### src/rtl/ultrasonic_responder.sv
`timescale 1ns/1ps
// Purpose : emulates an ultrasonic ranging sensor; a valid trigger pulse from the
//           master is answered by an echo pulse whose width encodes a target distance.
// Latency : echo rises BURST_DLY_CYC+3 clocks after the first clk edge that samples trig low.
// Backpressure : none; triggers arriving while busy are ignored and malformed triggers raise trig_err.
//
// Ports
//   clk          single clock, rising edge
//   rst          synchronous, active-high reset
//   trig         asynchronous trigger from the ranging master
//   distance_cm  emulated target distance in cm, latched when a trigger is accepted
//   obj_present  1 = a target exists, 0 = no echo return (timeout-width echo)
//   echo         registered echo pulse to the master
//   busy         high whenever the responder is not idle
//   trig_err     one-cycle pulse when a trigger is rejected (too short or too long)
//   ping_cnt     count of completed echoes, wraps at 255
//
// Optional build macro ECHO_JITTER_EN: adds 0..15 cycles of pseudo-random jitter to
// every echo width, taken from an 8-bit LFSR that advances on each accepted trigger.

module ultrasonic_responder #(
    parameter int unsigned CYC_PER_CM    = 1566,
    parameter int unsigned TRIG_MIN_CYC  = 270,
    parameter int unsigned TRIG_MAX_CYC  = 27000,
    parameter int unsigned BURST_DLY_CYC = 5400,
    parameter int unsigned ECHO_TMO_CYC  = 1026000,
    parameter int unsigned HOLDOFF_CYC   = 270000
) (
    input  logic       clk,
    input  logic       rst,
    input  logic       trig,
    input  logic [8:0] distance_cm,
    input  logic       obj_present,
    output logic       echo,
    output logic       busy,
    output logic       trig_err,
    output logic [7:0] ping_cnt
);

    // All durations are handled as 20-bit quantities; 400 cm * 1566 and the
    // 38 ms timeout both fit below 2^20 at the default parameters.
    localparam logic [19:0] CYC_PER_CM_W = 20'(CYC_PER_CM);
    localparam logic [19:0] TRIG_MIN_W   = 20'(TRIG_MIN_CYC);
    localparam logic [19:0] TRIG_MAX_W   = 20'(TRIG_MAX_CYC);
    localparam logic [19:0] BURST_DLY_W  = 20'(BURST_DLY_CYC);
    localparam logic [19:0] ECHO_TMO_W   = 20'(ECHO_TMO_CYC);
    localparam logic [19:0] HOLDOFF_W    = 20'(HOLDOFF_CYC);

    localparam logic [8:0] DIST_MIN = 9'd2;
    localparam logic [8:0] DIST_MAX = 9'd400;

    typedef enum logic [2:0] {
        S_IDLE    = 3'd0,
        S_TRIG    = 3'd1,
        S_BURST   = 3'd2,
        S_ECHO    = 3'd3,
        S_HOLD    = 3'd4,
        S_WAITLOW = 3'd5
    } state_t;

    // ------------------------------------------------------------------
    // State
    // ------------------------------------------------------------------
    state_t      state_q,     state_d;
    logic        trig_s1_q,   trig_s1_d;     // first synchronizer stage
    logic        trig_s2_q,   trig_s2_d;     // synchronized trig
    logic        trig_prev_q, trig_prev_d;   // previous synchronized value
    logic        rise_q,      rise_d;        // registered edge pulses
    logic        fall_q,      fall_d;
    logic [19:0] cnt_q,       cnt_d;         // shared duration counter
    logic [8:0]  dist_q,      dist_d;        // distance latched at trigger accept
    logic        obj_q,       obj_d;
    logic        echo_q,      echo_d;
    logic        busy_q,      busy_d;
    logic        trig_err_q,  trig_err_d;
    logic [7:0]  ping_q,      ping_d;

`ifdef ECHO_JITTER_EN
    logic [7:0]  lfsr_q,      lfsr_d;
    logic [7:0]  lfsr_next;
`endif

    // ------------------------------------------------------------------
    // Echo width from the latched target.  Out-of-range or absent targets
    // produce the timeout width; near targets are clamped to 2 cm.
    // ------------------------------------------------------------------
    logic [8:0]  dist_clamped;
    logic [19:0] width_base;
    logic [19:0] width_eff;

    always_comb begin
        dist_clamped = (dist_q < DIST_MIN) ? DIST_MIN : dist_q;
        if (!obj_q || (dist_q > DIST_MAX)) begin
            width_base = ECHO_TMO_W;
        end else begin
            width_base = 20'(dist_clamped) * CYC_PER_CM_W;
        end
`ifdef ECHO_JITTER_EN
        width_eff = width_base + {16'd0, lfsr_q[3:0]};
`else
        width_eff = width_base;
`endif
    end

`ifdef ECHO_JITTER_EN
    // x^8 + x^6 + x^5 + x^4 + 1, shifting towards the MSB.
    always_comb begin
        lfsr_next = {lfsr_q[6:0], lfsr_q[7] ^ lfsr_q[5] ^ lfsr_q[4] ^ lfsr_q[3]};
    end
`endif

    // ------------------------------------------------------------------
    // Next-state logic
    // ------------------------------------------------------------------
    always_comb begin
        state_d     = state_q;
        cnt_d       = cnt_q;
        dist_d      = dist_q;
        obj_d       = obj_q;
        echo_d      = echo_q;
        ping_d      = ping_q;
        trig_err_d  = 1'b0;
`ifdef ECHO_JITTER_EN
        lfsr_d      = lfsr_q;
`endif

        trig_s1_d   = trig;
        trig_s2_d   = trig_s1_q;
        trig_prev_d = trig_s2_q;

        // A rise only counts when it is seen while idle, so a trigger that went
        // high during HOLD (or any busy state) never starts a new cycle.
        rise_d = trig_s2_q & ~trig_prev_q & (state_q == S_IDLE);
        fall_d = ~trig_s2_q & trig_prev_q;

        case (state_q)
            S_IDLE: begin
                if (rise_q) begin
                    state_d = S_TRIG;
                    cnt_d   = 20'd1;
                end
            end

            S_TRIG: begin
                // cnt_q equals the number of raw high cycles when the fall arrives.
                // A fall takes priority over the max check, so a pulse of exactly
                // TRIG_MAX_CYC is still accepted.
                if (fall_q) begin
                    if (cnt_q >= TRIG_MIN_W) begin
                        state_d = S_BURST;
                        cnt_d   = 20'd1;
                        dist_d  = distance_cm;
                        obj_d   = obj_present;
`ifdef ECHO_JITTER_EN
                        lfsr_d  = lfsr_next;
`endif
                    end else begin
                        state_d    = S_IDLE;
                        cnt_d      = 20'd0;
                        trig_err_d = 1'b1;
                    end
                end else if (cnt_q >= TRIG_MAX_W) begin
                    state_d    = S_WAITLOW;
                    cnt_d      = 20'd0;
                    trig_err_d = 1'b1;
                end else begin
                    cnt_d = cnt_q + 20'd1;
                end
            end

            S_BURST: begin
                if (cnt_q >= BURST_DLY_W) begin
                    state_d = S_ECHO;
                    cnt_d   = 20'd1;
                    echo_d  = 1'b1;
                end else begin
                    cnt_d = cnt_q + 20'd1;
                end
            end

            S_ECHO: begin
                if (cnt_q >= width_eff) begin
                    state_d = S_HOLD;
                    cnt_d   = 20'd1;
                    echo_d  = 1'b0;
                    ping_d  = ping_q + 8'd1;
                end else begin
                    cnt_d = cnt_q + 20'd1;
                end
            end

            S_HOLD: begin
                if (cnt_q >= HOLDOFF_W) begin
                    state_d = S_IDLE;
                    cnt_d   = 20'd0;
                end else begin
                    cnt_d = cnt_q + 20'd1;
                end
            end

            S_WAITLOW: begin
                if (!trig_s2_q) begin
                    state_d = S_IDLE;
                end
            end

            default: begin
                state_d = S_IDLE;
                cnt_d   = 20'd0;
                echo_d  = 1'b0;
            end
        endcase

        busy_d = (state_d != S_IDLE);
    end

    // ------------------------------------------------------------------
    // Registers
    // ------------------------------------------------------------------
    always_ff @(posedge clk) begin
        if (rst) begin
            state_q     <= S_IDLE;
            trig_s1_q   <= 1'b0;
            trig_s2_q   <= 1'b0;
            trig_prev_q <= 1'b0;
            rise_q      <= 1'b0;
            fall_q      <= 1'b0;
            cnt_q       <= 20'd0;
            dist_q      <= 9'd0;
            obj_q       <= 1'b0;
            echo_q      <= 1'b0;
            busy_q      <= 1'b0;
            trig_err_q  <= 1'b0;
            ping_q      <= 8'd0;
`ifdef ECHO_JITTER_EN
            lfsr_q      <= 8'hA5;
`endif
        end else begin
            state_q     <= state_d;
            trig_s1_q   <= trig_s1_d;
            trig_s2_q   <= trig_s2_d;
            trig_prev_q <= trig_prev_d;
            rise_q      <= rise_d;
            fall_q      <= fall_d;
            cnt_q       <= cnt_d;
            dist_q      <= dist_d;
            obj_q       <= obj_d;
            echo_q      <= echo_d;
            busy_q      <= busy_d;
            trig_err_q  <= trig_err_d;
            ping_q      <= ping_d;
`ifdef ECHO_JITTER_EN
            lfsr_q      <= lfsr_d;
`endif
        end
    end

    assign echo     = echo_q;
    assign busy     = busy_q;
    assign trig_err = trig_err_q;
    assign ping_cnt = ping_q;

endmodule

### config.mk
export PLATFORM = sky130hd
export DESIGN_NAME = ultrasonic_responder
export DESIGN_NICKNAME = d
export VERILOG_FILES = /design/src/rtl/ultrasonic_responder.sv
export SDC_FILE = /design/constraint.sdc
export NUM_CORES = 1
export LEC_CHECK = 0
export CAP_MARGIN = 5
export CORE_MARGIN = 2
export CORE_UTILIZATION = 64
export CTS_CLUSTER_DIAMETER = 150
export CTS_CLUSTER_SIZE = 25
export DETAILED_ROUTE_END_ITERATION = 10
export GPL_TIMING_DRIVEN = 0
export HOLD_SLACK_MARGIN = 0.15
export MAX_ROUTING_LAYER = met4
export PLACE_DENSITY = 0.85
export SLEW_MARGIN = 40
export SYNTH_ARGS = -nofsm -noshare
export SYNTH_HDL_FRONTEND = slang
export SYNTH_SLANG_ARGS = --single-unit
export TNS_END_PERCENT = 30
### constraint.sdc
create_clock -name clk -period 16.7 [get_ports clk]
set_input_delay 1.67 -clock clk [delete_from_list [all_inputs] [get_ports clk]]
set_output_delay 1.67 -clock clk [all_outputs]
set_load 0.01 [all_outputs]
## Word level (Yosys, flattened, before mapping)

Index checks and enable logic that the tools add are counted.

- Divide/modulo/power cells: 0
- Magnitude comparators: 7
- Equality and inequality tests: 8
- Multiplexer cells: 25
- Shifts and indexed selects: 0
- Bitwise logic cells: 8
- Add/subtract/negate cells: 2
- Reductions and logical operators: 10
- Multipliers: 1

Operators with widths:

| kind | count |
|---|---|
| 20-bit 2-to-1 mux | 7 |
| 20-bit case mux with 6 select lines | 1 |
| 3-bit 2-to-1 mux | 7 |
| 20-bit by 1-bit adder with 20-bit output (second input constant) | 1 |
| 20-bit by 13-bit >= comparator with 1-bit output (second input constant) | 1 |
| 20-bit by 15-bit >= comparator with 1-bit output (second input constant) | 1 |
| 20-bit by 19-bit >= comparator with 1-bit output (second input constant) | 1 |
| 20-bit >= comparator | 1 |
| 20-bit by 9-bit >= comparator with 1-bit output (second input constant) | 1 |
| 9-bit by 10-bit multiplier with 19-bit output (second input constant) | 1 |
| 3-bit case mux with 6 select lines | 1 |
| 9-bit greater-than comparator (second input constant) | 1 |
| 9-bit by 2-bit < comparator with 1-bit output (second input constant) | 1 |
| 9-bit 2-to-1 mux | 1 |
| 8-bit by 1-bit adder with 8-bit output (second input constant) | 1 |
| 3-bit by 2-bit equality test with 1-bit output (second input constant) | 2 |
| 3-bit equality test (second input constant) | 2 |
| 1-bit 2-to-1 mux | 6 |
| 2-bit != test (second input constant) | 3 |
| 3-bit AND reduction | 2 |
| 1-bit NOT | 5 |
| 2-bit AND reduction | 2 |
| 4-bit OR reduction | 1 |
| 1-bit AND | 3 |
| other kinds (8) | 8 |

- Memories kept: 0
- Logic and storage cells: 74
- Memory bits (read-only): 0
- Register bits after elaboration: 49
- Output and inout port bits: 11
- RAM bits: 0
- Bits in latches: 0
- Input port bits: 13

## Logic depth before layout (Yosys ltp)

Gate-level depths: netlist of run 1.

- Depth after elaboration: 8
- Mapped depth: 31
- Depth with buffers taken out: 30

## Worst setup path before layout of run 1

OpenSTA, ideal clock, no wires.

- Path kind: reg-to-reg
- Start point: register dist_q[1]
- End point: register busy_q, in the netlist busy
- Path buffers: 0
- Required time: 16.578 ns
- Cell stages (with the launch flop): 26
- Library setup time: 0.122 ns
- Arrival: 6.419 ns
- Clock period less this slack: 6.541 ns
- Setup slack: 10.159 ns
- Cells stage by stage: dfxtp_1 -> or3_1 -> or3_1 -> nand2_1 -> inv_1 -> fa_1 -> inv_1 -> fa_1 -> inv_1 -> fa_1 -> fa_1 -> ha_1 -> or3_1 -> o211ai_1 -> a31oi_1 -> o21ai_0 -> nand3_1 -> a21oi_1 -> ha_1 -> nand4_1 -> nor2_1 -> o31a_1 -> nor4_4 -> nor2_4 -> or4_4 -> a311o_1

- Cells in the longest elaborated chain, start to end: 8
- Elaborated cells on any way between the ends: 10
- Those cells by class: mul: 1; order compare: 3; mux: 4; reduce/logical: 2

Ends and longest elaborated chain:

| item | RTL line | source |
|---|---|---|
| start: declaration | 71 | `logic [8:0] dist_q, dist_d;` |
| start signal: assignment | 246 | `dist_q <= dist_d;` |
| 9-bit by 2-bit < comparator with 1-bit output | 92 | `dist_clamped = (dist_q < DIST_MIN) ? DIST_MIN : dist_q;` |
| 9-bit 2-to-1 mux | 92 |  |
| 9-bit by 10-bit multiplier with 19-bit output | 96 | `width_base = 20'(dist_clamped) * CYC_PER_CM_W;` |
| 20-bit 2-to-1 mux (*) | 93 | `if (!obj_q \|\| (dist_q > DIST_MAX)) begin` |
| 20-bit >= comparator (*) | 182 | `if (cnt_q >= width_eff) begin` |
| 3-bit 2-to-1 mux (*) | 182 |  |
| 3-bit case mux with 6 select lines (*) | 136 | `case (state_q)` |
| 3-bit nonzero test (*) | 214 | `busy_d = (state_d != S_IDLE);` |
| end signal: assignment | 249 | `busy_q <= busy_d;` |
| end: declaration | 74 | `logic busy_q, busy_d;` |

Mark *: on every way between the ends. The rest lies on a longest branch, timed or not.
A chain may end at the register's enable or synchronous reset.

## Final worst setup path of run 1

- Start point: register dist_q[2]
- End point: register busy_q, in the netlist busy

Same word-level chain as after synthesis.

==> metrics.yaml, run 1 <==
run_status:
  status: "complete, no violations"
worst_setup_path:
  r2r_cells: 26
  arrival_ns: 7.72
  cp-end-kind: "flip-flop"
  required_ns: 16.90
  startpoint_type: "flip-flop"
  path_max_fanout: 8
  path_class: "flip-flop to flip-flop"
clocking:
  clock_sinks: 49
  htree_num_levels: 2
  cts.clk_slew.worst_paths_ns: 0.10
  clk_path_buf_depth: 2
  cts_resized: 0
  clk_latency_ns: 0.31
  cts_tree: "built"
  cts_made_buffers: 5
  postCtsHoldBufs: 0
  post_cts_buffers: 0
  cts_root_buf: "clkbuf_8"
sta:
  setup_viol: 0
  tightest_slew_ns: 0.6911
  rsz0062_at_grt: "false"
  maxSlewHeadroom_pct: 53.83
  hold_violations: 0
  setup_tns_ns: 0
  finClkSkew_ns: 0.01844
  max_freq_ghz: 0.1330
  period_share_pct: 45.03
  worst_slack_ns: 9.181
  period_minus_slack_ns: 7.519
  drv_slew: 0
synth:
  ys_warn_count: 0
  synth_edf_count: 0
  syn_avg_cell_area_um2: 8.138
  synthDistinctLibCells: 56
  seq_area_frac_synth_pct: 20.75
  synth_nets: 687
  syn_inst: 581
  synth_seq_cells: 49
  synth_ff_type: "dfxtp_1"
  synth_area_um2: 4728
  ys_async_sr_fraction_pct: 0
finish:
  insertedDiodeCount: 0
  nFillCells: 607
  mostFrequentLayoutCells: "ha_1, nor2_1, nand2_1"
  nets: 717
  layout_commonest_cell: "ha_1"
  synthToLayoutAreaGrowth_pct: 9.315
  seqCellArea_um2: 980.9
  drive_gt1_share_pct: 4.248
  multi_input_area_um2: 3488
route:
  drt_iter0_markers: 166
  drc: 0
  wl_per_cell_um: 15.71
  ant_nets: 0
  vias: 4246
  firstDrtPassIters: 4
  drt-total-wl_mm: 11.17
  vias_per_cell: 5.972
global_route:
  grt_max_degree: 16
  grt_overflow: 0
  antenna_found_initial: 0
  grt_pass1_wl_mm: 19.23
  grt_usage_pct: 29.25
  grt_pass1_vias: 4213
pwr:
  p_per_area_nw_per_um2: 39.23
  seq_power_share_pct: 58.4
  swShare_pct: 24.65
  power_frac_comb_pct: 6.0
  power.internal_mw: 0.1528
  power.total_mw: 0.2028
  p_clk_share_pct: 35.7
  leakage_nw: 2.491
  ir_worst_vdd_v: 0.00003515
  p_sw_mw: 0.04998
placement:
  dp_slack_ns: 9.262
  detailed_place_hpwl_mm: 8.991
  port_buffers: 23
  gp_congestion: 0.9410
floorplan:
  die_width_um: 89.96
  start_util_pct: 65.54
  die_h_um: 89.96
  ioPinCount: 24
  rows: 31
  core_um2: 7214
  dieArea_um2: 8092
flow_run:
  drv_cap: 0
worst_hold_path:
  whs_path_depth: 1
  worstHoldPathType: "flip-flop to flip-flop"
==> flip-flops by register name, indices dropped and copies added (netlist names) <==
name	count
trig_prev_d	1
echo	1
dist_q	9
obj_q	1
trig_prev_q	1
trig_err	1
rise_q	1
cnt_q	20
trig_s1_q	1
ping_cnt	8
busy	1
state_q	3
fall_q	1
==> metal layers <==
layer  GRT usage [%]  wire length, um  up-vias
met5               -                0        -
met4           10.90              312        0
met3           2.934              396       29
met2           52.15             5653      101
met1           34.25             4804     2014
li1                -                -     2102
==> synthesized netlist by cell type, types with 8 or more instances <==
| master | count | area share [%] |
|---|---|---|
| ha_1 | 75 | 20 |
| nor2_1 | 61 | 4.8 |
| nand2_1 | 53 | 4.2 |
| dfxtp_1 | 49 | 21 |
| inv_1 | 41 | 3.3 |
| a21oi_1 | 27 | 2.9 |
| nand3_1 | 24 | 2.5 |
| clkbuf_1 | 18 | 1.4 |
| fa_1 | 18 | 7.6 |
| o21ai_0 | 18 | 1.9 |
| xnor2_1 | 15 | 2.8 |
| nor3_1 | 14 | 1.5 |
| mux2i_1 | 13 | 2.8 |
| and3_1 | 12 | 1.6 |
| nand2b_1 | 10 | 1.3 |
| a31oi_1 | 9 | 1.2 |
| nor3b_1 | 9 | 1.4 |
| or3_1 | 8 | 1.1 |
==> worst max-delay path, cell delays in order (launching register included) <==
cell and delay [ns]:
dfxtp_1 0.37, or3_1 0.41, or3_1 0.41, nand2_1 0.23
inv_1 0.15, fa_1 0.52, ha_1 0.31, ha_1 0.20
fa_1 0.52, ha_1 0.19, inv_1 0.06, fa_1 0.39
nand2b_1 0.20, a21oi_1 0.32, o211ai_1 0.20, a31oi_1 0.25
o21ai_0 0.14, a21o_1 0.19, a21oi_1 0.18, ha_1 0.29
nand4_1 0.16, nor2_1 0.07, o31a_1 0.15, nor4_4 0.54
nor2_4 0.14, or4_4 0.52, a311o_1 0.32
==> path summary, 6_finish.rpt <==
kind	from	endpoint	slack (ns)
worst min-delay path	trig_s1_q	trig_prev_d	0.45
worst max-delay path	dist_q[2]	busy	9.18
worst max register to register	dist_q[2]	busy	9.18
worst min register to register	trig_s1_q	trig_prev_d	0.45
==> logic make-up (layout without fill, tap and decap cells) <==
logic type	count (synthesis)	after routing	share of synthesized area, %
AO/OA/AOI/OAI	106	106	14.58
XOR/XNOR	19	19	3.519
adder cells (fa/ha/maj)	93	93	27.47
buffers and inverters	66	97	5.478
flip-flops	49	49	20.75
multiplexers	15	15	3.228
AND/OR/NAND/NOR	233	233	24.98
==> area by class of cell <==
class                      count  area share (%)
clock inverter                 2          0.2663
inverter                      41           2.977
buffer                        25           2.033
sequential                    49           18.98
multi-input combinational    466           67.49
tap                           99           2.397
clock buffer                   6           1.404
timing repair buffer          23           4.454
==> through the flow <==
step           instance area (um^2)  hold WS [ns]  cells  util, %
2_1_floorplan                  4728        0.4044    581        -
3_3_place_gp                   5082        0.4197    703    70.45
3_5_place_dp                   5082        0.4325    703    70.45
4_1_cts                        5169        0.4544    711    71.64
5_1_grt                        5169        0.4698    711    71.64
6_report                       5169        0.4518    711    71.64
==> power by group through the flow <==
| stage | clock (mW) | sequential [mW] | combinational (mW) |
|---|---|---|---|
| after detailed placement | 0 | 0.121 | 0.0119 |
| after global placement | 0 | 0.121 | 0.0117 |
| after global routing | 0.0774 | 0.118 | 0.0131 |
| after CTS | 0.0726 | 0.118 | 0.0120 |
| final | 0.0724 | 0.118 | 0.0121 |
| after floorplan | 0 | 0.121 | 0.00644 |
Note: power is estimated with default switching activity, not from simulation.
==> run 2: changes to the inputs <==
CORE_UTILIZATION = 56   (was 64)
PLACE_DENSITY = 0.79   (was 0.85)
clock period = 6.9 ns   (was 16.7 ns; I/O delays follow)
==> run 2 against run 1 <==
  * Maximum frequency rose by 12%
  * Sequential cell count unchanged
  * Final cell count rose by 3.5%
  * Clock-buffer cell count stayed put
  * Sequential power is 140% higher
  * First-iteration DRC count is 17% lower
  * Register-to-register slack got worse by 9.0 ns
  * Critical endpoint unchanged
  * Highest routed layer unchanged
==> metrics.yaml, run 2 (synthesis gave the netlist of run 1 again) <==
run_status:
  status: "complete, no violations"
finish:
  top_register: "cnt_q"
  drive_gt1_share_pct: 14.26  # +10 points
  largest_register_ff_count: 20  # unchanged
  insertedDiodeCount: 0  # unchanged
  post-route-cell-area_um2: 5543  # +7.2%
  layout_commonest_cell: "ha_1"
  final_core_util_pct: 67.46  # -4.2 points
  nets: 736  # +2.6%
  synthToLayoutAreaGrowth_pct: 17.23
  mostFrequentLayoutCells: "ha_1, nor2_1, nand2_1"
  nFillCells: 686  # +13%
global_route:
  antenna_found_initial: 0  # unchanged
  grt_pass1_vias: 3995  # -5.2%
  grt_usage_pct: 26.76  # -2.5 points
  grt_max_degree: 17  # +1
  grt_pass1_wl_mm: 18.91  # -1.7%
  grt_overflow: 0  # unchanged
placement:
  dp_slack_ns: -0.5173  # -9.779 ns
  placed_cell_area_um2: 5090  # +0.15%
  detailed_place_hpwl_mm: 9.075  # +0.94%
  gp_congestion: 0.9619  # +2.2%
  port_buffers: 23  # unchanged
route:
  wl_per_cell_um: 16.48  # +4.9%
  met2WireLength_mm: 6.101  # +7.9%
  top_layer: "met4"
  drt-total-wl_mm: 12.13  # +8.6%
  drc: 0  # unchanged
  wl_met3_um: 510  # +29%
  firstDrtPassIters: 5  # +1
  vias_per_cell: 5.897  # -1.3%
  met1Wirelength_mm: 5.299  # +10%
  drt_iter0_markers: 137  # -17%
  ant_nets: 0  # unchanged
  vias: 4340  # +2.2%
sta:
  setup_tns_ns: 0  # unchanged
  hold_violations: 0  # unchanged
  worst_slack_ns: 0.1616  # -9.019 ns
  period_minus_slack_ns: 6.738  # -0.7810 ns
  finClkSkew_ns: 0.01837  # -0.00007490 ns
  maxSlewHeadroom_pct: 54.29  # +0.46 points
  setup_viol: 0  # unchanged
  period_share_pct: 97.66  # +53 points
  tightest_slew_ns: 0.6841  # -0.006953 ns
  drv_slew: 0  # unchanged
  whs_ns: 0.4558  # +0.003947 ns
  max_freq_ghz: 0.1484  # +12%
  rsz0062_at_grt: "true"
floorplan:
  start_util_pct: 57.55  # -8.0 points
  dieArea_um2: 9194  # +14%
  core_um2: 8217  # +14%
  ioPinCount: 24  # unchanged
  die_h_um: 95.89  # +6.6%
  die_width_um: 95.89  # +6.6%
  rows: 33  # +6.5%
clocking:
  clock_sinks: 49  # unchanged
  cts_tree: "built"
  postCtsHoldBufs: 0  # unchanged
  clk_latency_ns: 0.32  # about the same
  cts_root_buf: "clkbuf_8"
  htree_num_levels: 2  # unchanged
  cts.clk_slew.worst_paths_ns: 0.10  # about the same
  clk_path_buf_depth: 2  # unchanged
  cts_made_buffers: 5  # unchanged
pwr:
  p_sw_mw: 0.1243  # +150%
  leakage_nw: 2.646  # +6.2%
  p_per_area_nw_per_um2: 91.17  # +130%
  power.internal_mw: 0.3810  # +150%
  ir_worst_vdd_v: 0.00007971  # +130%
  seq_power_share_pct: 56.6  # -1.8 points
  power_frac_comb_pct: 6.3  # +0.3 points
  swShare_pct: 24.60  # -0.048 points
  p_clk_share_pct: 37.2  # +1.5 points
worst_setup_path:
  arrival_ns: 6.92  # -0.80 ns
  required_ns: 7.08  # -9.82 ns
  path_max_fanout: 3  # -5
  startpoint_type: "flip-flop"
  cp-end-kind: "flip-flop"
  path_class: "flip-flop to flip-flop"
flow_run:
  drv_cap: 0  # unchanged
worst_hold_path:
  worstHoldPathType: "flip-flop to flip-flop"
[run 2: cell types whose count changed in the layout (fill, tap and decap cells not counted), moves of 4 or more]
| cell | delta |
|---|---|
| a21oi_1 | -5 |
| a21oi_2 | +4 |
| buf_4 | +18 |
| dfxtp_1 | -5 |
| dfxtp_2 | +4 |
| ha_1 | -5 |
| inv_1 | -5 |
| inv_2 | +4 |
| nand2_1 | -4 |
[run 2: worst paths after layout]
| check | slack [ns] | from | depth (start not counted) | end |
|---|---|---|---|---|
| max | 0.16 | dist_q[2] | 26 | busy |
| min | 0.46 | trig_prev_d | 1 | fall_q |
| max reg2reg | 0.16 | dist_q[2] | 26 | busy |
| min reg2reg | 0.46 | trig_prev_d | 1 | fall_q |
[run 2: per-stage QoR]
step,total power [mW],instances
after floorplan,0.3077,581
after global placement,0.3211,709
after detailed placement,0.3214,709
after CTS,0.5086,724
after global routing,0.5225,736
final,0.5053,736
[run 2: worst max-delay path, cell delays in order, from the launching register on]
cell and delay [ns]:
dfxtp_4 0.36, or3_4 0.39, or3_4 0.42, nand2_4 0.12, inv_1 0.09, fa_1 0.51
ha_1 0.31, ha_1 0.21, fa_1 0.54, ha_2 0.20, inv_1 0.05, fa_2 0.34
nand2b_4 0.17, a21oi_4 0.14, o211ai_1 0.16, a31oi_1 0.25, o21ai_1 0.12, a21o_1 0.20
a21oi_2 0.14, ha_1 0.26, nand4_1 0.19, nor2_1 0.07, o31a_1 0.15, nor4_4 0.38
nor2_4 0.06, or4_4 0.42, a311o_1 0.34
[run 2: power by group through the flow]
stage               Combinational, mW  Sequential [mW]  Clock [mW]
global route                   0.0346            0.286       0.202
floorplan                      0.0156            0.292           0
finish                         0.0317            0.286       0.188
CTS                            0.0296            0.286       0.193
detailed placement             0.0287            0.293           0
global placement               0.0284            0.293           0
[run 2: repair_timing]
item                                    CTS  global route
setup buffers                             7            12
gates resized for setup                  30            29
pin swaps                                20            33
endpoints found under the setup margin   28            29
gates cloned                              0             1
[run 2: cell type report]
class | instances | area (um^2) | area share (%)
repair buffers | 42 | 370.4 | 6.682
clock inverters | 2 | 16.27 | 0.2935
inverters | 41 | 156.4 | 2.822
well taps | 105 | 131.4 | 2.370
plain buffers | 25 | 112.6 | 2.032
flip-flops and latches | 49 | 989.7 | 17.86
clock buffers | 6 | 82.58 | 1.490
multi-input cells | 466 | 3684 | 66.46
[run 2: per-layer routing]
metal  GRT usage, %  vias to the layer above
met4          7.262                        0
met5              -                        -
met2          46.62                      105
met1          32.61                     2064
met3          3.367                       20
li1               -                     2151
==> run 3: changes to the inputs <==
CTS_CLUSTER_SIZE = 10   (was 25)
==> results of run 3 <==
Final layout, timing and power as in run 2 (identical DEF).
